`config.mk`:
```
export PLATFORM = sky130hd
export DESIGN_NAME = motor_pwm_driver
export DESIGN_NICKNAME = d
export VERILOG_FILES = /design/src/rtl/drive_pkg.sv /design/src/rtl/pwm_channel.sv /design/src/rtl/motor_pwm_driver.sv
export SDC_FILE = /design/constraint.sdc
export NUM_CORES = 1
export LEC_CHECK = 0
export ABC_AREA = 1
export CAP_MARGIN = 15
export CORE_MARGIN = 10
export CORE_UTILIZATION = 40
export DETAILED_ROUTE_END_ITERATION = 10
export PLACE_DENSITY = 0.59
export SYNTH_ARGS = -nofsm -noshare
export SYNTH_HDL_FRONTEND = slang
export SYNTH_SLANG_ARGS = --single-unit
```
`constraint.sdc`:
```
create_clock -name clk_50 -period 9 [get_ports clk_50]
set_input_delay 1.8 -clock clk_50 [delete_from_list [all_inputs] [get_ports clk_50]]
set_output_delay 1.8 -clock clk_50 [all_outputs]
set_load 0.03 [all_outputs]
```
`src/rtl/drive_pkg.sv`:
```
// Shared types for the dual H-bridge PWM driver: direction codes, FSM states,
// bridge polarity encoding and the speed-to-duty table.
package drive_pkg;

  localparam int DUTY_W = 16;

  typedef enum logic [2:0] {
    DIR_STOP  = 3'd0,
    DIR_FWD   = 3'd1,
    DIR_REV   = 3'd2,
    DIR_LEFT  = 3'd3,
    DIR_RIGHT = 3'd4
  } dir_e;

  typedef enum logic [1:0] {
    ST_IDLE  = 2'd0,
    ST_DRIVE = 2'd1,
    ST_DEAD  = 2'd2
  } drv_state_e;

  localparam logic [1:0] BR_FWD   = 2'b10;
  localparam logic [1:0] BR_REV   = 2'b01;
  localparam logic [1:0] BR_COAST = 2'b00;

  typedef struct packed {
    logic [1:0] l;
    logic [1:0] r;
  } pol_t;

  localparam pol_t POL_COAST = '{l: BR_COAST, r: BR_COAST};

  // Codes 5..7 are not commands and fall back to STOP.
  function automatic dir_e decode_dir(input logic [2:0] raw);
    dir_e d;
    case (raw)
      3'd1:    d = DIR_FWD;
      3'd2:    d = DIR_REV;
      3'd3:    d = DIR_LEFT;
      3'd4:    d = DIR_RIGHT;
      default: d = DIR_STOP;
    endcase
    return d;
  endfunction

  function automatic pol_t dir_polarity(input dir_e d);
    pol_t p;
    case (d)
      DIR_FWD:   p = '{l: BR_FWD, r: BR_FWD};
      DIR_REV:   p = '{l: BR_REV, r: BR_REV};
      DIR_LEFT:  p = '{l: BR_REV, r: BR_FWD};
      DIR_RIGHT: p = '{l: BR_FWD, r: BR_REV};
      default:   p = POL_COAST;
    endcase
    return p;
  endfunction

  function automatic logic [DUTY_W-1:0] speed_duty(input logic [1:0] speed);
    logic [DUTY_W-1:0] duty;
    case (speed)
      2'd1:    duty = DUTY_W'(1000);
      2'd2:    duty = DUTY_W'(1750);
      2'd3:    duty = DUTY_W'(2500);
      default: duty = '0;
    endcase
    return duty;
  endfunction

endpackage

```
`src/rtl/pwm_channel.sv`:
```
// One motor channel: duty ramp toward target, period-aligned shadow duty and
// registered compare against the shared PWM counter.
module pwm_channel
  import drive_pkg::*;
#(
  parameter int RAMP_STEP = 125
) (
  input  logic              clk,
  input  logic              rst_n,
  input  logic              run,
  input  logic              tick,
  input  logic              load,
  input  logic [DUTY_W-1:0] target,
  input  logic [DUTY_W-1:0] cnt_next,
  output logic              pwm
);

  localparam logic [DUTY_W:0] STEP = (DUTY_W + 1)'(RAMP_STEP);

  logic [DUTY_W-1:0] ramp_duty;
  logic [DUTY_W-1:0] active_duty;
  logic [DUTY_W-1:0] ramp_next;
  logic [DUTY_W-1:0] active_next;

  // One step toward tgt, landing exactly on tgt rather than overshooting.
  function automatic logic [DUTY_W-1:0] step_toward(input logic [DUTY_W-1:0] cur,
                                                     input logic [DUTY_W-1:0] tgt);
    logic [DUTY_W:0] up;
    logic [DUTY_W:0] gap;
    logic [DUTY_W-1:0] res;
    up  = {1'b0, cur} + STEP;
    gap = {1'b0, cur} - {1'b0, tgt};
    if (cur < tgt) begin
      res = (up >= {1'b0, tgt}) ? tgt : up[DUTY_W-1:0];
    end else begin
      res = (gap <= STEP) ? tgt : (cur - STEP[DUTY_W-1:0]);
    end
    return res;
  endfunction

  always_comb begin
    ramp_next   = ramp_duty;
    active_next = active_duty;
    if (!run) begin
      ramp_next   = '0;
      active_next = '0;
    end else begin
      if (tick) ramp_next = step_toward(ramp_duty, target);
      if (load) active_next = ramp_duty;
    end
  end

  // Compare uses next-cycle values so pwm lines up with the registered counter.
  always_ff @(posedge clk or negedge rst_n) begin
    if (!rst_n) begin
      ramp_duty   <= '0;
      active_duty <= '0;
      pwm         <= 1'b0;
    end else begin
      ramp_duty   <= ramp_next;
      active_duty <= active_next;
      pwm         <= run && (cnt_next < active_next);
    end
  end

endmodule

```
`src/rtl/motor_pwm_driver.sv`:
```
// Dual H-bridge driver: command latch, IDLE/DRIVE/DEAD sequencing with coast
// on polarity change, shared PWM counter, ramp divider and command watchdog.
module motor_pwm_driver
  import drive_pkg::*;
#(
  parameter int PWM_PERIOD  = 2500,
  parameter int DEAD_CYCLES = 50000,
  parameter int RAMP_DIV    = 5000,
  parameter int RAMP_STEP   = 125,
  parameter int WDT_CYCLES  = 25000000
) (
  input  logic       clk_50,
  input  logic       rst_n,
  input  logic       cmd_valid,
  input  logic [2:0] cmd_dir,
  input  logic [1:0] cmd_speed,
  output logic [1:0] dir_l,
  output logic [1:0] dir_r,
  output logic       pwm_l,
  output logic       pwm_r,
  output logic [1:0] drv_state,
  output logic       wdt_fault
);

  localparam int DEAD_W = $clog2(DEAD_CYCLES + 1);
  localparam int WDT_W  = $clog2(WDT_CYCLES + 1);
  localparam int DIV_W  = $clog2(RAMP_DIV + 1);

  drv_state_e        state;
  drv_state_e        state_next;
  pol_t              drive_pol;
  pol_t              drive_pol_next;
  pol_t              pend_pol;
  pol_t              pend_pol_next;
  pol_t              pol_in;
  logic [DEAD_W-1:0] dead_cnt;
  logic [DEAD_W-1:0] dead_cnt_next;
  logic [WDT_W-1:0]  wdt_cnt;
  logic [DIV_W-1:0]  div_cnt;
  logic [DUTY_W-1:0] pwm_cnt;
  logic [DUTY_W-1:0] pwm_cnt_next;
  logic [DUTY_W-1:0] target;
  dir_e              dir_in;
  dir_e              cmd_dir_q;
  logic [1:0]        cmd_speed_q;
  logic              stop_in;
  logic              wdt_expire;
  logic              halt;
  logic              tick;
  logic              period_end;
  logic              run_next;

  assign dir_in     = decode_dir(cmd_dir);
  assign stop_in    = (dir_in == DIR_STOP);
  assign pol_in     = dir_polarity(dir_in);
  // A command arriving on the expiry cycle reloads instead of faulting.
  assign wdt_expire = !cmd_valid && (wdt_cnt == WDT_W'(WDT_CYCLES - 1));
  assign halt       = wdt_expire || (cmd_valid && stop_in);

  always_comb begin
    state_next     = state;
    drive_pol_next = drive_pol;
    pend_pol_next  = pend_pol;
    dead_cnt_next  = dead_cnt;
    case (state)
      ST_IDLE: begin
        if (cmd_valid && !stop_in) begin
          state_next    = ST_DEAD;
          pend_pol_next = pol_in;
          dead_cnt_next = '0;
        end
      end
      ST_DRIVE: begin
        if (halt) begin
          state_next     = ST_IDLE;
          drive_pol_next = POL_COAST;
        end else if (cmd_valid && (pol_in != drive_pol)) begin
          state_next     = ST_DEAD;
          drive_pol_next = POL_COAST;
          pend_pol_next  = pol_in;
          dead_cnt_next  = '0;
        end
      end
      ST_DEAD: begin
        if (halt) begin
          state_next    = ST_IDLE;
          dead_cnt_next = '0;
        end else if (cmd_valid && (pol_in != pend_pol)) begin
          pend_pol_next = pol_in;
          dead_cnt_next = '0;
        end else if (dead_cnt == DEAD_W'(DEAD_CYCLES - 1)) begin
          state_next     = ST_DRIVE;
          drive_pol_next = pend_pol;
          dead_cnt_next  = '0;
        end else begin
          dead_cnt_next = dead_cnt + DEAD_W'(1);
        end
      end
      default: begin
        state_next     = ST_IDLE;
        drive_pol_next = POL_COAST;
        dead_cnt_next  = '0;
      end
    endcase
  end

  always_ff @(posedge clk_50 or negedge rst_n) begin
    if (!rst_n) begin
      state     <= ST_IDLE;
      drive_pol <= POL_COAST;
      pend_pol  <= POL_COAST;
      dead_cnt  <= '0;
    end else begin
      state     <= state_next;
      drive_pol <= drive_pol_next;
      pend_pol  <= pend_pol_next;
      dead_cnt  <= dead_cnt_next;
    end
  end

  // Command latch and watchdog; the counter saturates so expiry fires once.
  always_ff @(posedge clk_50 or negedge rst_n) begin
    if (!rst_n) begin
      cmd_dir_q   <= DIR_STOP;
      cmd_speed_q <= 2'd0;
      wdt_cnt     <= '0;
      wdt_fault   <= 1'b0;
    end else begin
      if (cmd_valid) begin
        cmd_dir_q   <= dir_in;
        cmd_speed_q <= cmd_speed;
        wdt_cnt     <= '0;
        wdt_fault   <= 1'b0;
      end else begin
        if (wdt_cnt != WDT_W'(WDT_CYCLES)) wdt_cnt <= wdt_cnt + WDT_W'(1);
        if (wdt_expire) begin
          cmd_dir_q <= DIR_STOP;
          wdt_fault <= 1'b1;
        end
      end
    end
  end

  assign period_end   = (pwm_cnt == DUTY_W'(PWM_PERIOD - 1));
  assign pwm_cnt_next = period_end ? '0 : (pwm_cnt + DUTY_W'(1));
  assign tick         = (state == ST_DRIVE) && (div_cnt == DIV_W'(RAMP_DIV - 1));
  assign run_next     = (state_next == ST_DRIVE);
  assign target       = (cmd_dir_q == DIR_STOP) ? '0 : speed_duty(cmd_speed_q);

  // Ramp divider restarts on DRIVE entry so the first step lands RAMP_DIV clocks in.
  always_ff @(posedge clk_50 or negedge rst_n) begin
    if (!rst_n) begin
      pwm_cnt <= '0;
      div_cnt <= '0;
    end else begin
      pwm_cnt <= pwm_cnt_next;
      if (!run_next || (state != ST_DRIVE) || tick) div_cnt <= '0;
      else div_cnt <= div_cnt + DIV_W'(1);
    end
  end

  pwm_channel #(.RAMP_STEP(RAMP_STEP)) u_chan_l (
    .clk      (clk_50),
    .rst_n    (rst_n),
    .run      (run_next),
    .tick     (tick),
    .load     (period_end),
    .target   (target),
    .cnt_next (pwm_cnt_next),
    .pwm      (pwm_l)
  );

  pwm_channel #(.RAMP_STEP(RAMP_STEP)) u_chan_r (
    .clk      (clk_50),
    .rst_n    (rst_n),
    .run      (run_next),
    .tick     (tick),
    .load     (period_end),
    .target   (target),
    .cnt_next (pwm_cnt_next),
    .pwm      (pwm_r)
  );

  assign dir_l     = drive_pol.l;
  assign dir_r     = drive_pol.r;
  assign drv_state = state;

endmodule

```
; ---- Word level (Yosys, flattened, before mapping)
; Cells that the tools add are included.
[totals]
regBits = 152
inputBits = 8
out_inout_bits = 9
[classes]
bitwise_logic = 1
add_sub_neg = 10
eq_ne = 31
reduce_logical = 23
mux = 52
order_cmp = 8
[ops]
columns = cell, n
row1 = $mux 16, 22
row2 = $lt 16x16->1, 4
row3 = $mux 25, 2
row4 = $pmux 16 s3, 1
row5 = $mux 4, 10
row6 = $pmux 12 s3, 1
row7 = $add 16x7->17 const B, 2
row8 = $ge 17x16->1, 2
row9 = $le 17x7->1 const B, 2
row10 = $sub 16x16->17, 2
row11 = $add 16x1->16 const B, 2
row12 = $sub 16x7->16 const B, 2
row13 = $add 25x1->25 const B, 1
row14 = $eq 25x25->1 const B, 1
row15 = $ne 25x25->1 const B, 1
row16 = $pmux 4 s3, 2
row17 = $eq 16x12->1 const B, 1
row18 = $eq 16x16->1 const B, 1
row19 = $ne 2x2->1 const B, 8
row20 = $pmux 4 s4, 1
row21 = $add 13x1->13 const B, 1
row22 = $eq 13x13->1 const B, 1
row23 = $mux 13, 1
row24 = $eq 3x2->1 const B, 4
row25 = 23 further kinds, 50

; ---- Longest topological paths before layout
[depth]
word_depth = 14
mapped_depth = 25
depth_no_buf = 24

; ---- Cells and area by module
; From an unflattened synthesis, not the netlist that was laid out.
[hier_totals]
cells_unflattened = 2185
area_unflattened_um2 = 14242.4
[by_module_without_submodules]
columns = module, cells_per_inst, area_each_um2, instances, seq_area_each_um2
row1 = motor_pwm_driver, 665, 5062.4, 1, 2152.1
row2 = pwm_channel (u_chan_l), 761, 4603.2, 1, 825.8
row3 = pwm_channel (u_chan_r), 759, 4576.9, 1, 825.8

; ---- Least setup slack after synthesis
; No wires, ideal clock.
[synth_path]
path_kind = input port to flip-flop
startpoint = in cmd_valid
endpoint = reg u_chan_r.pwm
path_buffers = 2
path_stages = 17
required_time_ps = 8923
setup_time_ps = 77
arrival_time_ps = 3899
slack_ps = 5023
path_cell_list = clkbuf_1 inv_2 nand3_1 nand2_1 nor2_1 nand2_1 nand2_4 buf_2 nand2_1 ha_1 nand2_1 inv_1 nand3_1 a31oi_1 a2111oi_0 nand2_1 a21oi_1
[synth_between]
elab_chain_len = 9
[synth_rtl]
columns = item, line_no
row1 = "start, declared", motor_pwm_driver.sv:14  ; input logic cmd_valid,
row2 = $logic_not 1->1, motor_pwm_driver.sv:57  ; assign wdt_expire = !cmd_valid && (wdt_cnt == WDT_W'(WDT_CYCLES - 1));
row3 = $logic_and 1x1->1, motor_pwm_driver.sv:57
row4 = $logic_or 1x1->1, motor_pwm_driver.sv:58  ; assign halt = wdt_expire || (cmd_valid && stop_in);
row5 = $mux 2 (on tied branches), "motor_pwm_driver.sv:85, motor_pwm_driver.sv:74"
row6 = $pmux 2 s3 *, motor_pwm_driver.sv:65  ; case (state)
row7 = net state_next[0], motor_pwm_driver.sv:30  ; drv_state_e state_next;
row8 = $eq 2x1->1 *, motor_pwm_driver.sv:147  ; assign run_next = (state_next == ST_DRIVE);
row9 = $mux 16, pwm_channel.sv:44  ; if (!run) begin
row10 = $lt 16x16->1, pwm_channel.sv:62  ; pwm <= run && (cnt_next < active_next);
row11 = $logic_and 1x1->1 *, pwm_channel.sv:62
row12 = "end signal, assigned", pwm_channel.sv:62
row13 = "end, declared", pwm_channel.sv:15  ; output logic pwm
; The timed path passes the listed nets; every way through them passes the cells marked *.
; A chain may end at the register's enable or synchronous reset.

; ---- Worst setup path in the final report
[layout_path]
startpoint = in cmd_valid
endpoint = reg u_chan_l.ramp_duty[8]
[layout_between]
elab_chain_len = 7
[layout_rtl]
columns = item, line_no
row1 = $logic_not 1->1, motor_pwm_driver.sv:57
row2 = $logic_and 1x1->1, motor_pwm_driver.sv:57
row3 = $logic_or 1x1->1, motor_pwm_driver.sv:58
row4 = $mux 2 (on tied branches), "motor_pwm_driver.sv:85, motor_pwm_driver.sv:74"
row5 = $pmux 2 s3 *, motor_pwm_driver.sv:65
row6 = $eq 2x1->1 *, motor_pwm_driver.sv:147
row7 = $ne 2x2->1 (no line) or $mux 16 (tied branches), n/a
row8 = "end signal, assigned", pwm_channel.sv:60  ; ramp_duty <= ramp_next;
row9 = "end, declared", pwm_channel.sv:20  ; logic [DUTY_W-1:0] ramp_duty;
; Every way passes the cells marked *; elsewhere a longest branch is shown, timed or not.

==> flow_summary.toml <==
[floorplanning]
initial_utilization = 0.4033
boundaryPins = 17
die_height_um = 192.4
num_rows = 63
die_area_um2 = 37020
core_area_um2 = 29480
die_x_um = 192.4

[hold_path]
hold-path-cell-count = 1
timing.hold.worst_endpoint = "div_cnt[0]$_DFF_PN0_"
path_type_of_the_worst_min_delay_path = "reg -> reg"
hold_start = "div_cnt[0]$_DFF_PN0_"

[power]
peakVddDrop_mv = 0.1110
leakagePower_nw = 6.584
power_density_nw_per_um2 = 138.2

[placement]
place.gp.congestion = 0.9087
pre_cts_slack_ns = 3.816
detailedPlacementHpwl_mm = 23.79
portBuffers = 16
dpl.cell_count = 2056
place_area_um2 = 12400

[global_route]
number_of_global_route_vias_before_repair = 10526
grt_max_degree = 90
grt_usage = 0.1747
number_of_antenna_violations_at_the_first_check_in_global_routing = 0
grt_overflow = 0
global_route_wire_length_before_repair_mm = 52.90

[timing]
fin_tns_setup_ns = 0
maxClockFrequency_mhz = 209.3
worst_slew_margin_rel = 0.3317
rsz_0062_raised_after_global_routing = "no"
worst_clock_skew_ns = 0.01748
finalCritPeriodShare = 0.5308
postLayoutSetupSlackWorst_ns = 4.223
finalWorstPathRequiredPeriod_ns = 4.777
finalSetupViolations = 0
final_hold_viol_count = 0
final_layout_worst_hold_slack_ns = 0.4634
worst-slew-pin-transition_ns = 0.9988
final-max-slew-violation-count = 0

[setup_path]
timing.reg2reg.setup_slack_ns = 4.94
worstSetupPathType = "in -> reg"
cp_top_family = "simple AND/OR/NAND/NOR gates"
data_arrival_time_of_the_critical_path_ns = 5.14
rr_startpoint = "cmd_speed_q[0]$_DFFE_PN0P_"
start_kind = "primary input"
critPathRequiredTime_ns = 9.36
path_cells = "clkdlybuf4s50_1 > buf_4 > inv_2 > nand3_1 > nand2_1 > nor2_1 > nand2_1 > nand2_4 > inv_4 > nor2_1 > inv_1 > a21oi_1 > nand2_1 > nand2_1"
worstPathMaxFanout = 37
worst_r2r_path_cells = 19
crit_path_frequent_cell = "sky130_fd_sc_hd__nand2_1"
crit_slowest_cell = "sky130_fd_sc_hd__nor2_1"
worst_r2r_endpoint = "u_chan_r.ramp_duty[1]$_DFFE_PN0P_"
critPathMaxStageDelay_ns = 0.77
critical_path_buf_inv_count = 5
timing.critical_path.to_type = "flip-flop"

[clocking]
number_of_buffers_inserted_during_clock_tree_synthesis = 17
post_cts_hold_buffers = 0
post-cts-setup-buffers = 0
worstSkewPairLatency_ns = 0.44
cts_repair_resize_count = 0
largest_buffer_count_on_any_clock_path = 2
cts_tree = "built"
cts_sinks = 152
clk_pin_slew_worst_paths_ns = 0.08
clock-root-buffer = "sky130_fd_sc_hd__clkbuf_16"
ctsHtreeMaxLevel = 4

[synthesis]
synth.yosys.warnings = 0
synth_top_area_cell = "sky130_fd_sc_hd__dfrtp_1"
synth_seq_cells = 152
post_synth_instance_area_um2 = 11890
netlist_instances = 1678
seq_total_area_yosys = 0.3199
synth_compound_gate_area_share = 0.1042
synth_async_sr_flop_share = 1.000
synth-xor-area-share = 0.05367
average_instance_area_after_synthesis_um2 = 7.085
synthTopCellsByArea = "sky130_fd_sc_hd__dfrtp_1 (32%), sky130_fd_sc_hd__nand2_1 (13%), sky130_fd_sc_hd__ha_1 (9.4%), sky130_fd_sc_hd__inv_1 (7.2%), sky130_fd_sc_hd__nand3_1 (6.1%)"
synth_top_flop_cell = "sky130_fd_sc_hd__dfrtp_1"
synth_top_area_share = 0.3199
combinational_family_with_the_most_area_after_synthesis = "simple AND/OR/NAND/NOR gates"
post_synth_fa_ha_maj_area_fraction = 0.09703
post_synth_and_or_nand_nor_area_fraction = 0.3318
synth_cell_types = 59
synth_edf_count = 0
syn_nets = 1777
synthMuxAreaShare = 0

[layout]
layout_cells_excl_fill = 2088
design.final.nets = 1784
post_route_cells_drive_above_1_share = 0.07126
area.growth.synth_to_final_pct = 9.388
diodes = 0
fin_area_um2 = 13010

[detailed_routing]
drc_errors_left = 0
totalWireLength_mm = 31.51
detail-route-antenna-nets = 0
avgRoutedWirePerCell_um = 15.09
drt_initial_violations = 740
route.vias.total = 10686
detail_route.first_pass.iterations = 7
vias_per_cell = 5.118

[run_status]
run_status = "finished, final reports clean"

[flow_run]
maxCapViolCount = 0
[worst reg2reg max path, stage by stage (launching register included)]
cell	delay [ns]
sky130_fd_sc_hd__dfrtp_1	0.43
sky130_fd_sc_hd__inv_1	0.13
sky130_fd_sc_hd__ha_1	0.17
sky130_fd_sc_hd__inv_1	0.04
sky130_fd_sc_hd__nor2_1	0.09
sky130_fd_sc_hd__buf_4	0.22
sky130_fd_sc_hd__inv_1	0.28
sky130_fd_sc_hd__ha_1	0.50
sky130_fd_sc_hd__a21oi_1	0.14
sky130_fd_sc_hd__o211ai_2	0.25
sky130_fd_sc_hd__nand3_1	0.16
sky130_fd_sc_hd__nand3_2	0.30
sky130_fd_sc_hd__nand3_1	0.19
sky130_fd_sc_hd__nor2_4	0.26
sky130_fd_sc_hd__nand3_2	0.31
sky130_fd_sc_hd__nand2_1	0.18
sky130_fd_sc_hd__inv_1	0.14
sky130_fd_sc_hd__nand2_1	0.08
sky130_fd_sc_hd__nand3_1	0.07
sky130_fd_sc_hd__nand2_1	0.07
[worst max path at each step]
stage,endpoint,startpoint,cells after the start
final,u_chan_l.ramp_duty[8]$_DFFE_PN0P_,cmd_valid,14
after global routing,u_chan_l.ramp_duty[8]$_DFFE_PN0P_,cmd_valid,14
after floorplan,u_chan_r.pwm$_DFF_PN0_,cmd_valid,17
after CTS,u_chan_l.ramp_duty[6]$_DFFE_PN0P_,cmd_valid,14
after detailed placement,u_chan_l.ramp_duty[6]$_DFFE_PN0P_,cmd_valid,14
after global placement,u_chan_l.ramp_duty[2]$_DFFE_PN0P_,cmd_valid,14
[state kept, by name, indices dropped and copies added (netlist names)]
signal / cells
wdt_cnt: 25
dead_cnt: 16
pwm_cnt: 16
u_chan_l.active_duty: 16
u_chan_l.ramp_duty: 16
u_chan_r.active_duty: 16
u_chan_r.ramp_duty: 16
div_cnt: 13
pend_pol: 4
cmd_dir_q: 3
cmd_speed_q: 2
dir_l: 2
dir_r: 2
drv_state: 2
u_chan_l.pwm: 1
u_chan_r.pwm: 1
wdt_fault: 1
[power by group]
group,total (W),internal (W),switching [W]
Combinational,0.000349,0.000110,0.000239
Sequential,0.000719,0.000701,0.0000179
Clock,0.000728,0.000375,0.000354
Total,0.00180,0.00119,0.000611
[layer usage]
layer | up-vias | GRT usage | wire, um
li1 | 5508 | - | -
met1 | 4960 | 0.2267 | 14820
met2 | 176 | 0.2911 | 14900
met3 | 42 | 0.03018 | 1188
met4 | 0 | 0.05218 | 595
met5 | - | 0 | 0
[area by class of cell]
class                      instances  area, um^2
inverter                         247       929.6
timing repair buffer              21       198.9
clock buffer                      17       425.4
clock inverter                    15       178.9
multi-input combinational       1246        6980
fill                            3091       16480
tap                              390       488.0
sequential                       152        3804
[metrics by stage]
stage | total power, W | utilization
3_5_place_dp | 0.001079 | 0.4206
3_3_place_gp | 0.001076 | 0.4206
2_1_floorplan | 0.0009803 | -
5_1_grt | 0.001896 | 0.4411
6_report | 0.001797 | 0.4411
4_1_cts | 0.001816 | 0.4411
[cell usage after synthesis (all sizes together) (5+ instances only)]
library cell / n
buf: 18
nand3b: 6
a21oi: 78
nand2: 423
nor2: 159
and3: 5
nor3b: 7
ha: 89
clkbuf: 15
inv: 245
nand3: 153
dfrtp: 152
nor3: 56
o21a: 5
o21ai: 108
nor4: 10
xnor2: 14
xor2: 58
nand4: 40
[placed cells by master (no fill, tap or decap), types with 6 or more instances in the layout]
master,instances
sky130_fd_sc_hd__nor2_2,17
sky130_fd_sc_hd__nand2_1,409
sky130_fd_sc_hd__xnor2_1,14
sky130_fd_sc_hd__nor4_1,10
sky130_fd_sc_hd__nand2_2,12
sky130_fd_sc_hd__nand4_1,39
sky130_fd_sc_hd__xor2_1,57
sky130_fd_sc_hd__ha_1,89
sky130_fd_sc_hd__inv_1,229
sky130_fd_sc_hd__o21ai_0,93
sky130_fd_sc_hd__o21ai_1,14
sky130_fd_sc_hd__nand3_1,144
sky130_fd_sc_hd__nor3_2,8
sky130_fd_sc_hd__dfrtp_1,152
sky130_fd_sc_hd__clkbuf_16,17
sky130_fd_sc_hd__clkdlybuf4s50_1,15
sky130_fd_sc_hd__a21oi_1,76
sky130_fd_sc_hd__nor3_1,48
sky130_fd_sc_hd__inv_2,15
sky130_fd_sc_hd__nor2_4,6
sky130_fd_sc_hd__nand3_2,9
sky130_fd_sc_hd__nor2_1,134
sky130_fd_sc_hd__nor3b_1,6
[cells by family (layout without fill, tap and decap cells)]
family,count (synthesis),count (layout)
AND/OR/NAND/NOR,861,861
buffers and inverters,280,300
AO/OA/AOI/OAI,222,222
flip-flops,152,152
adder cells (fa/ha/maj),91,91
XOR/XNOR,72,72
(Power assumes the default switching activity.)
